--- src/rtl/vga_pkg.sv ---
// Shared types and constants for the VGA timing / test-pattern generator.
package vga_pkg;

   typedef enum logic [1:0] {
      VGA_GRID  = 2'd0,
      VGA_BARS  = 2'd1,
      VGA_CHECK = 2'd2,
      VGA_SOLID = 2'd3
   } vga_mode_e;

   localparam logic [23:0] BAR_WHITE   = 24'hFFFFFF;
   localparam logic [23:0] BAR_YELLOW  = 24'hFFFF00;
   localparam logic [23:0] BAR_CYAN    = 24'h00FFFF;
   localparam logic [23:0] BAR_GREEN   = 24'h00FF00;
   localparam logic [23:0] BAR_MAGENTA = 24'hFF00FF;
   localparam logic [23:0] BAR_RED     = 24'hFF0000;
   localparam logic [23:0] BAR_BLUE    = 24'h0000FF;
   localparam logic [23:0] BAR_BLACK   = 24'h000000;

   localparam int unsigned VGA_HDISP  = 800;
   localparam int unsigned VGA_VDISP  = 480;
   localparam int unsigned VGA_HFP    = 40;
   localparam int unsigned VGA_HPULSE = 48;
   localparam int unsigned VGA_HBP    = 40;
   localparam int unsigned VGA_VFP    = 13;
   localparam int unsigned VGA_VPULSE = 3;
   localparam int unsigned VGA_VBP    = 29;

   function automatic logic [23:0] bar_colour(input logic [2:0] idx);
      case (idx)
         3'd0:    return BAR_WHITE;
         3'd1:    return BAR_YELLOW;
         3'd2:    return BAR_CYAN;
         3'd3:    return BAR_GREEN;
         3'd4:    return BAR_MAGENTA;
         3'd5:    return BAR_RED;
         3'd6:    return BAR_BLUE;
         default: return BAR_BLACK;
      endcase
   endfunction

endpackage

--- src/rtl/video_if.sv ---
// Parallel video bus: pixel clock, syncs, active-display flag and 24-bit RGB.
interface video_if;
   logic        CLK;
   logic        HS;
   logic        VS;
   logic        BLANK;
   logic [23:0] RGB;

   modport master (output CLK, HS, VS, BLANK, RGB);
   modport slave  (input  CLK, HS, VS, BLANK, RGB);
endinterface

--- src/rtl/vga_pattern.sv ---
// Combinational test-pattern colour lookup for one active pixel.
module vga_pattern
   import vga_pkg::*;
#(
   parameter int unsigned GRID_LOG2 = 4
) (
   input  vga_mode_e            mode,
   input  logic [2:0]           bar_idx,
   input  logic [GRID_LOG2:0]   xs,
   input  logic [GRID_LOG2:0]   y_lo,
   input  logic [23:0]          solid_rgb,
   output logic [23:0]          rgb
);

   always_comb begin
      rgb = '0;
      case (mode)
         VGA_GRID:  if (xs[GRID_LOG2-1:0] == '0 || y_lo[GRID_LOG2-1:0] == '0) rgb = '1;
         VGA_BARS:  rgb = bar_colour(bar_idx);
         VGA_CHECK: if (xs[GRID_LOG2] ^ y_lo[GRID_LOG2]) rgb = '1;
         VGA_SOLID: rgb = solid_rgb;
         default:   rgb = '0;
      endcase
   end

endmodule

--- src/rtl/vga_pattern_gen.sv ---
// VGA timing and test-pattern generator. Optional horizontal scrolling of
// grid/checker patterns is enabled by defining VGA_PATGEN_SCROLL_EN.
module vga_pattern_gen
   import vga_pkg::*;
#(
   parameter int unsigned HDISP     = VGA_HDISP,
   parameter int unsigned VDISP     = VGA_VDISP,
   parameter int unsigned HFP       = VGA_HFP,
   parameter int unsigned HPULSE    = VGA_HPULSE,
   parameter int unsigned HBP       = VGA_HBP,
   parameter int unsigned VFP       = VGA_VFP,
   parameter int unsigned VPULSE    = VGA_VPULSE,
   parameter int unsigned VBP       = VGA_VBP,
   parameter bit          HS_POL    = 1'b0,
   parameter bit          VS_POL    = 1'b0,
   parameter int unsigned GRID_LOG2 = 4
) (
   input  logic                     pixel_clk,
   input  logic                     pixel_rst,
   input  logic [1:0]               mode,
   input  logic [23:0]              solid_rgb,
   video_if.master                  video_ifm,
   output logic [$clog2(HDISP)-1:0] x,
   output logic [$clog2(VDISP)-1:0] y,
   output logic                     sof,
   output logic [15:0]              frame_cnt
);

   localparam int unsigned HBLK   = HFP + HPULSE + HBP;
   localparam int unsigned VBLK   = VFP + VPULSE + VBP;
   localparam int unsigned HTOTAL = HDISP + HBLK;
   localparam int unsigned VTOTAL = VDISP + VBLK;
   localparam int unsigned HW     = $clog2(HTOTAL);
   localparam int unsigned VW     = $clog2(VTOTAL);
   localparam int unsigned XW     = $clog2(HDISP);
   localparam int unsigned YW     = $clog2(VDISP);
   localparam int unsigned BAR_W  = HDISP / 8;
   localparam int unsigned BW     = (BAR_W > 1) ? $clog2(BAR_W) : 1;
   localparam int unsigned SW     = GRID_LOG2 + 1;

   logic [HW-1:0]  h_cnt;
   logic [VW-1:0]  v_cnt;
   logic [BW-1:0]  bar_px;
   logic [2:0]     bar_idx;
   vga_mode_e      mode_q;
   logic [23:0]    solid_q;
   logic           hs_q, vs_q, blank_q;
   logic [23:0]    rgb_q;

   logic           h_last, v_last, h_act, v_act, active, hs_win, vs_win;
   logic [XW-1:0]  x_c;
   logic [YW-1:0]  y_c;
   logic [SW-1:0]  xs;
   logic [23:0]    pat_rgb;

   assign h_last = (h_cnt == HW'(HTOTAL - 1));
   assign v_last = (v_cnt == VW'(VTOTAL - 1));
   assign h_act  = (h_cnt >= HW'(HBLK));
   assign v_act  = (v_cnt >= VW'(VBLK));
   assign active = h_act && v_act;
   assign hs_win = (h_cnt >= HW'(HFP)) && (h_cnt < HW'(HFP + HPULSE));
   assign vs_win = (v_cnt >= VW'(VFP)) && (v_cnt < VW'(VFP + VPULSE));
   assign x_c    = XW'(h_cnt - HW'(HBLK));
   assign y_c    = YW'(v_cnt - VW'(VBLK));

`ifdef VGA_PATGEN_SCROLL_EN
   logic [SW-1:0] scroll;

   always_ff @(posedge pixel_clk or posedge pixel_rst) begin
      if (pixel_rst)           scroll <= '0;
      else if (h_last && v_last) scroll <= scroll + SW'(1);
   end

   assign xs = x_c[SW-1:0] + scroll;
`else
   assign xs = x_c[SW-1:0];
`endif

   vga_pattern #(.GRID_LOG2(GRID_LOG2)) u_pattern (
      .mode      (mode_q),
      .bar_idx   (bar_idx),
      .xs        (xs),
      .y_lo      (y_c[SW-1:0]),
      .solid_rgb (solid_q),
      .rgb       (pat_rgb)
   );

   always_ff @(posedge pixel_clk or posedge pixel_rst) begin
      if (pixel_rst) begin
         h_cnt     <= '0;
         v_cnt     <= '0;
         bar_px    <= '0;
         bar_idx   <= '0;
         mode_q    <= VGA_GRID;
         solid_q   <= '0;
         hs_q      <= ~HS_POL;
         vs_q      <= ~VS_POL;
         blank_q   <= 1'b0;
         rgb_q     <= '0;
         x         <= '0;
         y         <= '0;
         sof       <= 1'b0;
         frame_cnt <= '0;
      end else begin
         if (h_last) begin
            h_cnt <= '0;
            v_cnt <= v_last ? '0 : v_cnt + VW'(1);
         end else begin
            h_cnt <= h_cnt + HW'(1);
         end

         // Bar counter is cleared through the blanking interval, so it is at
         // bar 0 on the first active pixel of every line without a divider.
         if (!h_act) begin
            bar_px  <= '0;
            bar_idx <= '0;
         end else if (bar_px == BW'(BAR_W - 1)) begin
            bar_px  <= '0;
            bar_idx <= bar_idx + 3'd1;
         end else begin
            bar_px  <= bar_px + BW'(1);
         end

         if (h_cnt == '0 && v_cnt == '0) begin
            mode_q  <= vga_mode_e'(mode);
            solid_q <= solid_rgb;
         end

         hs_q    <= hs_win ? HS_POL : ~HS_POL;
         vs_q    <= vs_win ? VS_POL : ~VS_POL;
         blank_q <= active;
         rgb_q   <= active ? pat_rgb : '0;
         sof     <= active && (x_c == '0) && (y_c == '0);
         if (active) begin
            x <= x_c;
            y <= y_c;
         end
         if (h_last && v_last) frame_cnt <= frame_cnt + 16'd1;
      end
   end

   assign video_ifm.CLK   = pixel_clk;
   assign video_ifm.HS    = hs_q;
   assign video_ifm.VS    = vs_q;
   assign video_ifm.BLANK = blank_q;
   assign video_ifm.RGB   = rgb_q;

endmodule

--- src/flat_wrapper.sv ---
// flat-port wrapper written by rule: the top's interface ports become plain ports
module vga_pattern_gen_flat import vga_pkg::*;
#(
   parameter int unsigned HDISP     = VGA_HDISP,
   parameter int unsigned VDISP     = VGA_VDISP,
   parameter int unsigned HFP       = VGA_HFP,
   parameter int unsigned HPULSE    = VGA_HPULSE,
   parameter int unsigned HBP       = VGA_HBP,
   parameter int unsigned VFP       = VGA_VFP,
   parameter int unsigned VPULSE    = VGA_VPULSE,
   parameter int unsigned VBP       = VGA_VBP,
   parameter bit          HS_POL    = 1'b0,
   parameter bit          VS_POL    = 1'b0,
   parameter int unsigned GRID_LOG2 = 4
)
  (pixel_clk, pixel_rst, mode, solid_rgb, x, y, sof, frame_cnt, video_ifm_CLK, video_ifm_HS, video_ifm_VS, video_ifm_BLANK, video_ifm_RGB);
  video_if video_ifm_i ();
  input  logic pixel_clk;
  input  logic pixel_rst;
  input  logic [1:0] mode;
  input  logic [23:0] solid_rgb;
  output logic [$clog2(HDISP)-1:0] x;
  output logic [$clog2(VDISP)-1:0] y;
  output logic sof;
  output logic [15:0] frame_cnt;
  output wire logic [$bits(video_ifm_i.CLK)-1:0] video_ifm_CLK;
  output wire logic [$bits(video_ifm_i.HS)-1:0] video_ifm_HS;
  output wire logic [$bits(video_ifm_i.VS)-1:0] video_ifm_VS;
  output wire logic [$bits(video_ifm_i.BLANK)-1:0] video_ifm_BLANK;
  output wire logic [$bits(video_ifm_i.RGB)-1:0] video_ifm_RGB;
  assign video_ifm_CLK = video_ifm_i.CLK;
  assign video_ifm_HS = video_ifm_i.HS;
  assign video_ifm_VS = video_ifm_i.VS;
  assign video_ifm_BLANK = video_ifm_i.BLANK;
  assign video_ifm_RGB = video_ifm_i.RGB;
  vga_pattern_gen #(.HDISP(HDISP), .VDISP(VDISP), .HFP(HFP), .HPULSE(HPULSE), .HBP(HBP), .VFP(VFP), .VPULSE(VPULSE), .VBP(VBP), .HS_POL(HS_POL), .VS_POL(VS_POL), .GRID_LOG2(GRID_LOG2)) u_core (.pixel_clk(pixel_clk), .pixel_rst(pixel_rst), .mode(mode), .solid_rgb(solid_rgb), .video_ifm(video_ifm_i), .x(x), .y(y), .sof(sof), .frame_cnt(frame_cnt));
endmodule
--- config.mk ---
export PLATFORM = sky130hd
export DESIGN_NAME = vga_pattern_gen_flat
export DESIGN_NICKNAME = d
export VERILOG_FILES = /design/src/rtl/vga_pkg.sv /design/src/rtl/video_if.sv /design/src/rtl/vga_pattern.sv /design/src/rtl/vga_pattern_gen.sv /design/src/flat_wrapper.sv
export SDC_FILE = /design/constraint.sdc
export NUM_CORES = 1
export LEC_CHECK = 0
export CAP_MARGIN = 30
export CORE_AREA = 2 2 177 110
export DETAILED_ROUTE_END_ITERATION = 8
export DIE_AREA = 0 0 179 112
export SLEW_MARGIN = 10
export SYNTH_ARGS = -nofsm -noshare
export SYNTH_HDL_FRONTEND = slang
export SYNTH_SLANG_ARGS = --single-unit
--- constraint.sdc ---
create_clock -name pixel_clk -period 5.2 [get_ports pixel_clk]
set_input_delay 0.52 -clock pixel_clk [delete_from_list [all_inputs] [get_ports pixel_clk]]
set_output_delay 0.52 -clock pixel_clk [all_outputs]
set_load 0.01 [all_outputs]
==> results_tabular.tex, run 1 <==
\begin{tabular}{lr}
\hline
Metric & Value \\
\hline
\multicolumn{2}{l}{\textbf{Outcome}} \\
Run status & finished clean \\
\multicolumn{2}{l}{\textbf{STA}} \\
Transition time of the tightest slew-check pin & 980 ps \\
Setup repair after global routing missed its margin & false \\
Number of endpoints failing setup at the final stage & 0 \\
Post-Route Setup TNS & 0 ps \\
Relative slew margins & 0.341 \\
Max-slew violations & 0 \\
Final Hold Viols & 0 \\
Setup clock skew after layout & 6.96 ps \\
\multicolumn{2}{l}{\textbf{Global routing}} \\
Initial antenna violation count & 0 \\
Global-route wire length before repair & 21.0 mm \\
Maximum number of pins on one net before global-route repair & 78 \\
Remaining global-route overflow & 0 \\
Overall fraction of global-route tracks in use & 0.139 \\
Vias in the first global route & 3,937 \\
\multicolumn{2}{l}{\textbf{Layout}} \\
Core Util, Final & 0.396 \\
ANT cells & 0 \\
P\&R area growth vs syn & 34.9\% \\
Total Nets Final & 619 \\
Share of cells above drive strength 1 & 0.167 \\
Post-layout instance count excluding filler cells & 832 \\
\multicolumn{2}{l}{\textbf{Critical path}} \\
Startpoint-to-endpoint class of the critical path & clock port to output port \\
Element type at the critical path start & clock port \\
Endpoint type of the worst setup path & output port \\
Required time of the worst setup path & approximately 4700 ps \\
CP Max Fanout & 2 \\
Arrival time of data at the critical path endpoint & 3310 ps \\
\multicolumn{2}{l}{\textbf{Synthesis}} \\
Instance count of the mapped netlist & 478 \\
Unique masters post-synth & 46 \\
Synthesis Warnings & 0 \\
Dominant cell type by area after synthesis & sky130\_fd\_sc\_hd\_\_dfrtp\_1 \\
Top cell types by occurrence after synthesis & sky130\_fd\_sc\_hd\_\_dfrtp\_1, sky130\_fd\_sc\_hd\_\_nand2\_1, sky130\_fd\_sc\_hd\_\_mux2\_2 \\
Mapped cell area & 5430 um\^{}2 \\
Async SR Flop Fraction & 1.00 \\
Number of enable flip-flop cells after synthesis & 0 \\
Synth Flop Type & sky130\_fd\_sc\_hd\_\_dfrtp\_1 \\
Fraction of the yosys area taken by sequential cells & 0.549 \\
Area share of the largest cell type after synthesis & 0.539 \\
Dominant cells by area after synthesis & sky130\_fd\_sc\_hd\_\_dfrtp\_1, sky130\_fd\_sc\_hd\_\_mux2\_2, sky130\_fd\_sc\_hd\_\_xnor2\_1 \\
Cell with the most instances after synthesis & sky130\_fd\_sc\_hd\_\_dfrtp\_1 \\
Net count after synthesis & 524 \\
Flip-flop and latch count after synthesis & between 100 and 150 \\
Avg Synthesized Cell Area & 11.4 um\^{}2 \\
\multicolumn{2}{l}{\textbf{Floorplan}} \\
Width of the die & approximately 180 um \\
I/O pin total & approximately 90 \\
Die span in y & 112 um \\
Area of the core & 18,500 um\^{}2 \\
Standard-cell row count & 39 \\
Total Die Area & 20,000 um\^{}2 \\
Starting density of the core & 0.294 \\
\multicolumn{2}{l}{\textbf{Power}} \\
Comb power frac & 0.027 \\
Net switching power figure & 0.491 mW \\
Cell Int Power & around 1.9 mW \\
Total power & 2.41 mW \\
Power share of the clock group & 0.580 \\
Sequential share of power & 0.393 \\
PD cells & 329 nW/um\^{}2 \\
Max IR drop VDD & 0.246 mV \\
Static leakage & 3.22 nW \\
Fraction of power spent switching nets & 0.204 \\
\multicolumn{2}{l}{\textbf{Min path}} \\
Path category of the worst min-delay check & input pin to async pin \\
\multicolumn{2}{l}{\textbf{CTS}} \\
Hold buffers post-CTS & 0 \\
Clock network latency to the later pin of the worst-skew pair & 530 ps \\
Post-cts repair resize count & 0 \\
Post-CTS Setup Bufs & 0 \\
Worst-path clk slew & 50 ps \\
TritonCTS clock tree & done \\
\multicolumn{2}{l}{\textbf{Routing}} \\
Post-DR wirelength/cell & 15.5 um \\
Number of detailed-routing iterations run before antenna repair & 7 \\
DRC Markers & 0 \\
Drt initial violations & 249 \\
Total wire length after detailed routing & 12.9 mm \\
Final ANT Viol Nets & 0 \\
Vias after detailed routing & around 3,900 \\
Detail-routed via count per cell & roughly 4.6 \\
\multicolumn{2}{l}{\textbf{Placed design}} \\
RD Place Congestion & a little over 0.8 \\
Count of buffers inserted at the top-level ports & 91 \\
Half-perimeter wire length after placement & $\sim$9 mm \\
Cells after DPL & around 800 \\
\multicolumn{2}{l}{\textbf{Job}} \\
MaxCap Viol Count & 0 \\
\hline
\end{tabular}
==> worst max-delay path: stages <==
cell,delay (ps)
sky130_fd_sc_hd__clkbuf_16,120
sky130_fd_sc_hd__clkbuf_16,130
sky130_fd_sc_hd__clkdlybuf4s50_1,470
==> layout make-up <==
class                      instances  area [um^2]
fill                            1756        11200
multi-input combinational        313         2260
sequential                       119         2980
inverter                          22         85.1
timing repair buffer              96          971
clock inverter                    12          174
tap                              246          308
clock buffer                      24          552
==> per-layer routing <==
metal	track usage	vias up	wire [um]
li1	-	1823	-
met1	0.198	1907	6400
met2	0.187	110	5440
met3	0.0560	12	880
met4	0.0564	0	186
met5	0	-	0
==> final timing paths <==
path,slack [ps],start,cells past startpoint,to
min,320,pixel_rst,2,u_core.y[6]
max reg2reg,2460,u_core.h_cnt[0],6,u_core.frame_cnt[8]
min reg2reg,470,u_core.bar_px[0],1,u_core.bar_px[0]
max,1370,pixel_clk,3,video_ifm_CLK
max in group asynchronous,3700,pixel_rst,4,u_core.video_ifm.HS
min in group pixel_clk,470,u_core.bar_px[0],1,u_core.bar_px[0]
==> stage by stage <==
step | cell area [um^2] | hold slack (ps) | worst slack [ps]
after floorplan | 5430 | 425 | 1530
after global placement | 6570 | 438 | 1630
after detailed placement | 6570 | 452 | 1630
after CTS | 7280 | 476 | 1360
final | 7330 | 316 | 1370
after global routing | 7330 | 324 | 1350
==> power groups by stage <==
stage | clock network (mW) | logic, mW | registers (mW)
6_report | 1.40 | 0.0650 | 0.947
5_1_grt | 1.48 | 0.0734 | 0.948
4_1_cts | 1.43 | 0.0648 | 0.947
3_5_place_dp | 0.0196 | 0.0644 | 0.963
3_3_place_gp | 0.0196 | 0.0623 | 0.962
2_1_floorplan | 0.0158 | 0.0340 | 0.958
==> cell usage in the layout, fill, tap and decap left out, drive strengths merged, types with 3 or more instances in the layout <==
cell	netlist	layout
dfrtp	117	117
nor3	7	7
clkinv	0	4
nand3b	3	3
mux2	44	44
nand3	15	15
and3	6	6
nor4	5	5
o21ai	6	6
nand2	50	50
xnor2	30	30
a21oi	24	24
buf	8	6
nand4	8	8
xor2	16	16
clkdlybuf4s50	0	91
a221oi	8	8
inv	22	22
nor2b	3	3
and3b	3	3
clkinvlp	0	4
ha	18	18
mux2i	4	4
clkbuf	16	23
bufinv	0	4
nor2	37	37
==> flip-flops by register name, indices dropped and copies added (netlist names), 2 cells and up <==
register / count
u_core.bar_idx: 3
u_core.bar_px: 7
u_core.x: 10
u_core.v_cnt: 10
u_core.y: 9
u_core.mode_q: 2
u_core.frame_cnt: 16
u_core.h_cnt: 10
u_core.video_ifm.RGB: 24
u_core.solid_q: 24
==> kinds of logic after synthesis <==
kind of cell             Yosys count  synth area share
flip-flops                       119             0.549
multiplexers                      48            0.0986
adder cells (fa/ha/maj)           18            0.0415
AND/OR/NAND/NOR                  152             0.144
XOR/XNOR                          46            0.0742
AO/OA/AOI/OAI                     49            0.0576
buffers and inverters             46            0.0357
(Power assumes the default switching activity.)
==> run 2, diff against run 1 <==
==> constraint.sdc (replaced) <==
create_clock -name pixel_clk -period 3.6 [get_ports pixel_clk]
set_input_delay 0.36 -clock pixel_clk [delete_from_list [all_inputs] [get_ports pixel_clk]]
set_output_delay 0.36 -clock pixel_clk [all_outputs]
set_load 0.01 [all_outputs]
==> run 2 against run 1 <==
Against the previous run: combinational power increased by 42%; wire length down 2.5%; flip-flop and latch count stayed put; register-to-register slack lost 1400 ps; clock-buffer cell count grew 3; highest routed layer unchanged; sequential share of layout area up 0.46 points; non-clock buffer count did not move; critical path depth stayed put; largest power group unchanged.
==> results_tabular.tex, run 2 (synthesized netlist as in run 1, its figures left out) <==
\begin{tabular}{lr}
\hline
Metric & Value \\
\hline
\multicolumn{2}{l}{\textbf{Outcome}} \\
Run status & finished clean \\
\multicolumn{2}{l}{\textbf{Power}} \\
PD cells & 454 nW/um\^{}2 (+38\%) \\
Fraction of power spent switching nets & 0.207 (+0.00288) \\
Net switching power figure & 0.681 mW (+38\%) \\
Sequential share of power & 0.416 (+0.023) \\
Power share of the clock group & 0.556 (-0.024) \\
Max IR drop VDD & 0.301 mV (+22\%) \\
Static leakage & 3.18 nW (-1.2\%) \\
Cell Int Power & 2.61 mW (+36\%) \\
Total power & 3.29 mW (+37\%) \\
Comb power frac & 0.028 (about the same) \\
\multicolumn{2}{l}{\textbf{Floorplan}} \\
I/O pin total & 92 (unchanged) \\
Starting density of the core & 0.294 (unchanged) \\
Width of the die & 179 um (unchanged) \\
Die span in y & 112 um (unchanged) \\
Total Die Area & 20,000 um\^{}2 (unchanged) \\
Area of the core & 18,500 um\^{}2 (unchanged) \\
Standard-cell row count & 39 (unchanged) \\
\multicolumn{2}{l}{\textbf{Placed design}} \\
Half-perimeter wire length after placement & 9.00 mm (-1.7\%) \\
RD Place Congestion & 0.886 (+8.7\%) \\
Count of buffers inserted at the top-level ports & 91 (unchanged) \\
Post-place instance area & 6600 um\^{}2 (+0.53\%) \\
Cells after DPL & 797 (+0.38\%) \\
Place WS & 991 ps (-640 ps) \\
\multicolumn{2}{l}{\textbf{Critical path}} \\
Worst reg2reg startpoint & u\_core.h\_cnt[0] \\
Crit-path slowest cell & sky130\_fd\_sc\_hd\_\_clkdlybuf4s50\_1 \\
Arrival time of data at the critical path endpoint & 2510 ps (-800 ps) \\
CP Max Fanout & 2 (unchanged) \\
Critical Path Most Common Cell & sky130\_fd\_sc\_hd\_\_clkbuf\_16 \\
Required time of the worst setup path & 3240 ps (-1440 ps) \\
Element type at the critical path start & clock port \\
CP peak stage delay & 470 ps (about the same) \\
Worst setup path startpoint & pixel\_clk \\
Startpoint-to-endpoint class of the critical path & clock port to output port \\
Endpoint type of the worst setup path & output port \\
Cells traversed along the worst timing path & clkbuf\_16, clkbuf\_16, clkdlybuf4s50\_1 \\
\multicolumn{2}{l}{\textbf{Routing}} \\
Vias after detailed routing & 3,830 (-0.57\%) \\
Post-DR wirelength/cell & 15.1 um (-2.5\%) \\
Uppermost routed layer & met4 \\
Detail-routed via count per cell & 4.60 (-0.57\%) \\
Total wire length after detailed routing & 12.6 mm (-2.5\%) \\
Post-Route M1 WL & 6.54 mm (+2.2\%) \\
DRC Markers & 0 (unchanged) \\
Met3 WL & 708 um (-20\%) \\
Drt initial violations & 300 (+20\%) \\
Final ANT Viol Nets & 0 (unchanged) \\
Number of detailed-routing iterations run before antenna repair & 4 (-3) \\
Routed wire length on met2 & 5.15 mm (-5.4\%) \\
\multicolumn{2}{l}{\textbf{CTS}} \\
Clock network latency to the later pin of the worst-skew pair & 520 ps (about the same) \\
Post-cts repair resize count & 0 (unchanged) \\
Post-CTS Setup Bufs & 0 (unchanged) \\
TritonCTS clock tree & done \\
Worst-path clk slew & 50 ps (about the same) \\
Hold buffers post-CTS & 0 (unchanged) \\
\multicolumn{2}{l}{\textbf{STA}} \\
Setup clock skew after layout & 8.19 ps (+1.23 ps) \\
Post-Route Setup TNS & 0 ps (unchanged) \\
Max-slew violations & 0 (unchanged) \\
Worst setup margin & 727 ps (-642 ps) \\
Number of endpoints failing setup at the final stage & 0 (unchanged) \\
Final Hold Viols & 0 (unchanged) \\
Relative slew margins & 0.359 (+0.0185) \\
Transition time of the tightest slew-check pin & 952 ps (-27.5 ps) \\
Setup repair after global routing missed its margin & false \\
Worst hold slack across all endpoints & 219 ps (-97.7 ps) \\
\multicolumn{2}{l}{\textbf{Layout}} \\
Post-route cell area & 7250 um\^{}2 (-1.1\%) \\
Total Nets Final & 619 (unchanged) \\
Share of cells above drive strength 1 & 0.160 (-0.00683) \\
Core Util, Final & 0.392 (-0.00447) \\
Commonest non-fill, non-tap cell in the layout & sky130\_fd\_sc\_hd\_\_dfrtp\_1 \\
Multi-input combinational cell area & 2260 um\^{}2 (unchanged) \\
Register area & 2980 um\^{}2 (unchanged) \\
P\&R area growth vs syn & 33.4\% \\
Post-layout instance count excluding filler cells & 832 (unchanged) \\
Commonest cells after routing, fill and taps aside & sky130\_fd\_sc\_hd\_\_dfrtp\_1, sky130\_fd\_sc\_hd\_\_clkdlybuf4s50\_1, sky130\_fd\_sc\_hd\_\_nand2\_1 \\
ANT cells & 0 (unchanged) \\
Fill cell total of the finished layout & 1,746 (-0.57\%) \\
\multicolumn{2}{l}{\textbf{Global routing}} \\
Initial antenna violation count & 0 (unchanged) \\
Global-route wire length before repair & 20.7 mm (-1.2\%) \\
Maximum number of pins on one net before global-route repair & 55 (-29\%) \\
Vias in the first global route & 3,890 (-1.2\%) \\
Remaining global-route overflow & 0 (unchanged) \\
Overall fraction of global-route tracks in use & 0.137 (-0.00245) \\
\multicolumn{2}{l}{\textbf{Job}} \\
MaxCap Viol Count & 0 (unchanged) \\
\multicolumn{2}{l}{\textbf{Min path}} \\
Path category of the worst min-delay check & input pin to async pin \\
\hline
\end{tabular}
## run 2: worst max-delay path, delay by kind of cell
| kind | cells | cell delay (ps) |
|---|---|---|
| buf+inv | 3 | 720 |
## run 2: area by class of cell
| cell class | count | area share |
|---|---|---|
| clock buffers | 27 | 0.0763 |
| clock inverters | 9 | 0.0142 |
| inverters | 22 | 0.0117 |
| multi-input cells | 313 | 0.312 |
| flip-flops and latches | 119 | 0.411 |
| well taps | 246 | 0.0425 |
| repair buffers | 96 | 0.132 |
## run 2: final timing paths
kind / end / slack, ps / depth (start not counted)
min reg2reg: u_core.bar_px[0] / 450 / 1
max in group asynchronous: u_core.video_ifm.VS / 2590 / 3
min: u_core.v_cnt[5] / 220 / 2
max: video_ifm_CLK / 730 / 3
max reg2reg: u_core.frame_cnt[8] / 1030 / 6
min in group pixel_clk: u_core.solid_q[10] / 450 / 2
## run 2: power by group through the flow
stage	sequential (mW)	clock [mW]	combinational (mW)
after floorplan	1.38	0.0229	0.0491
after CTS	1.37	1.87	0.0958
after global placement	1.39	0.0283	0.0929
after global routing	1.37	1.94	0.105
after detailed placement	1.39	0.0283	0.0952
final	1.37	1.83	0.0926
## run 2: metal layers
| metal | vias up | track usage |
|---|---|---|
| met4 | 0 | 0.0634 |
| met3 | 14 | 0.0441 |
| met1 | 1868 | 0.201 |
| met5 | - | 0 |
| li1 | 1825 | - |
| met2 | 123 | 0.180 |
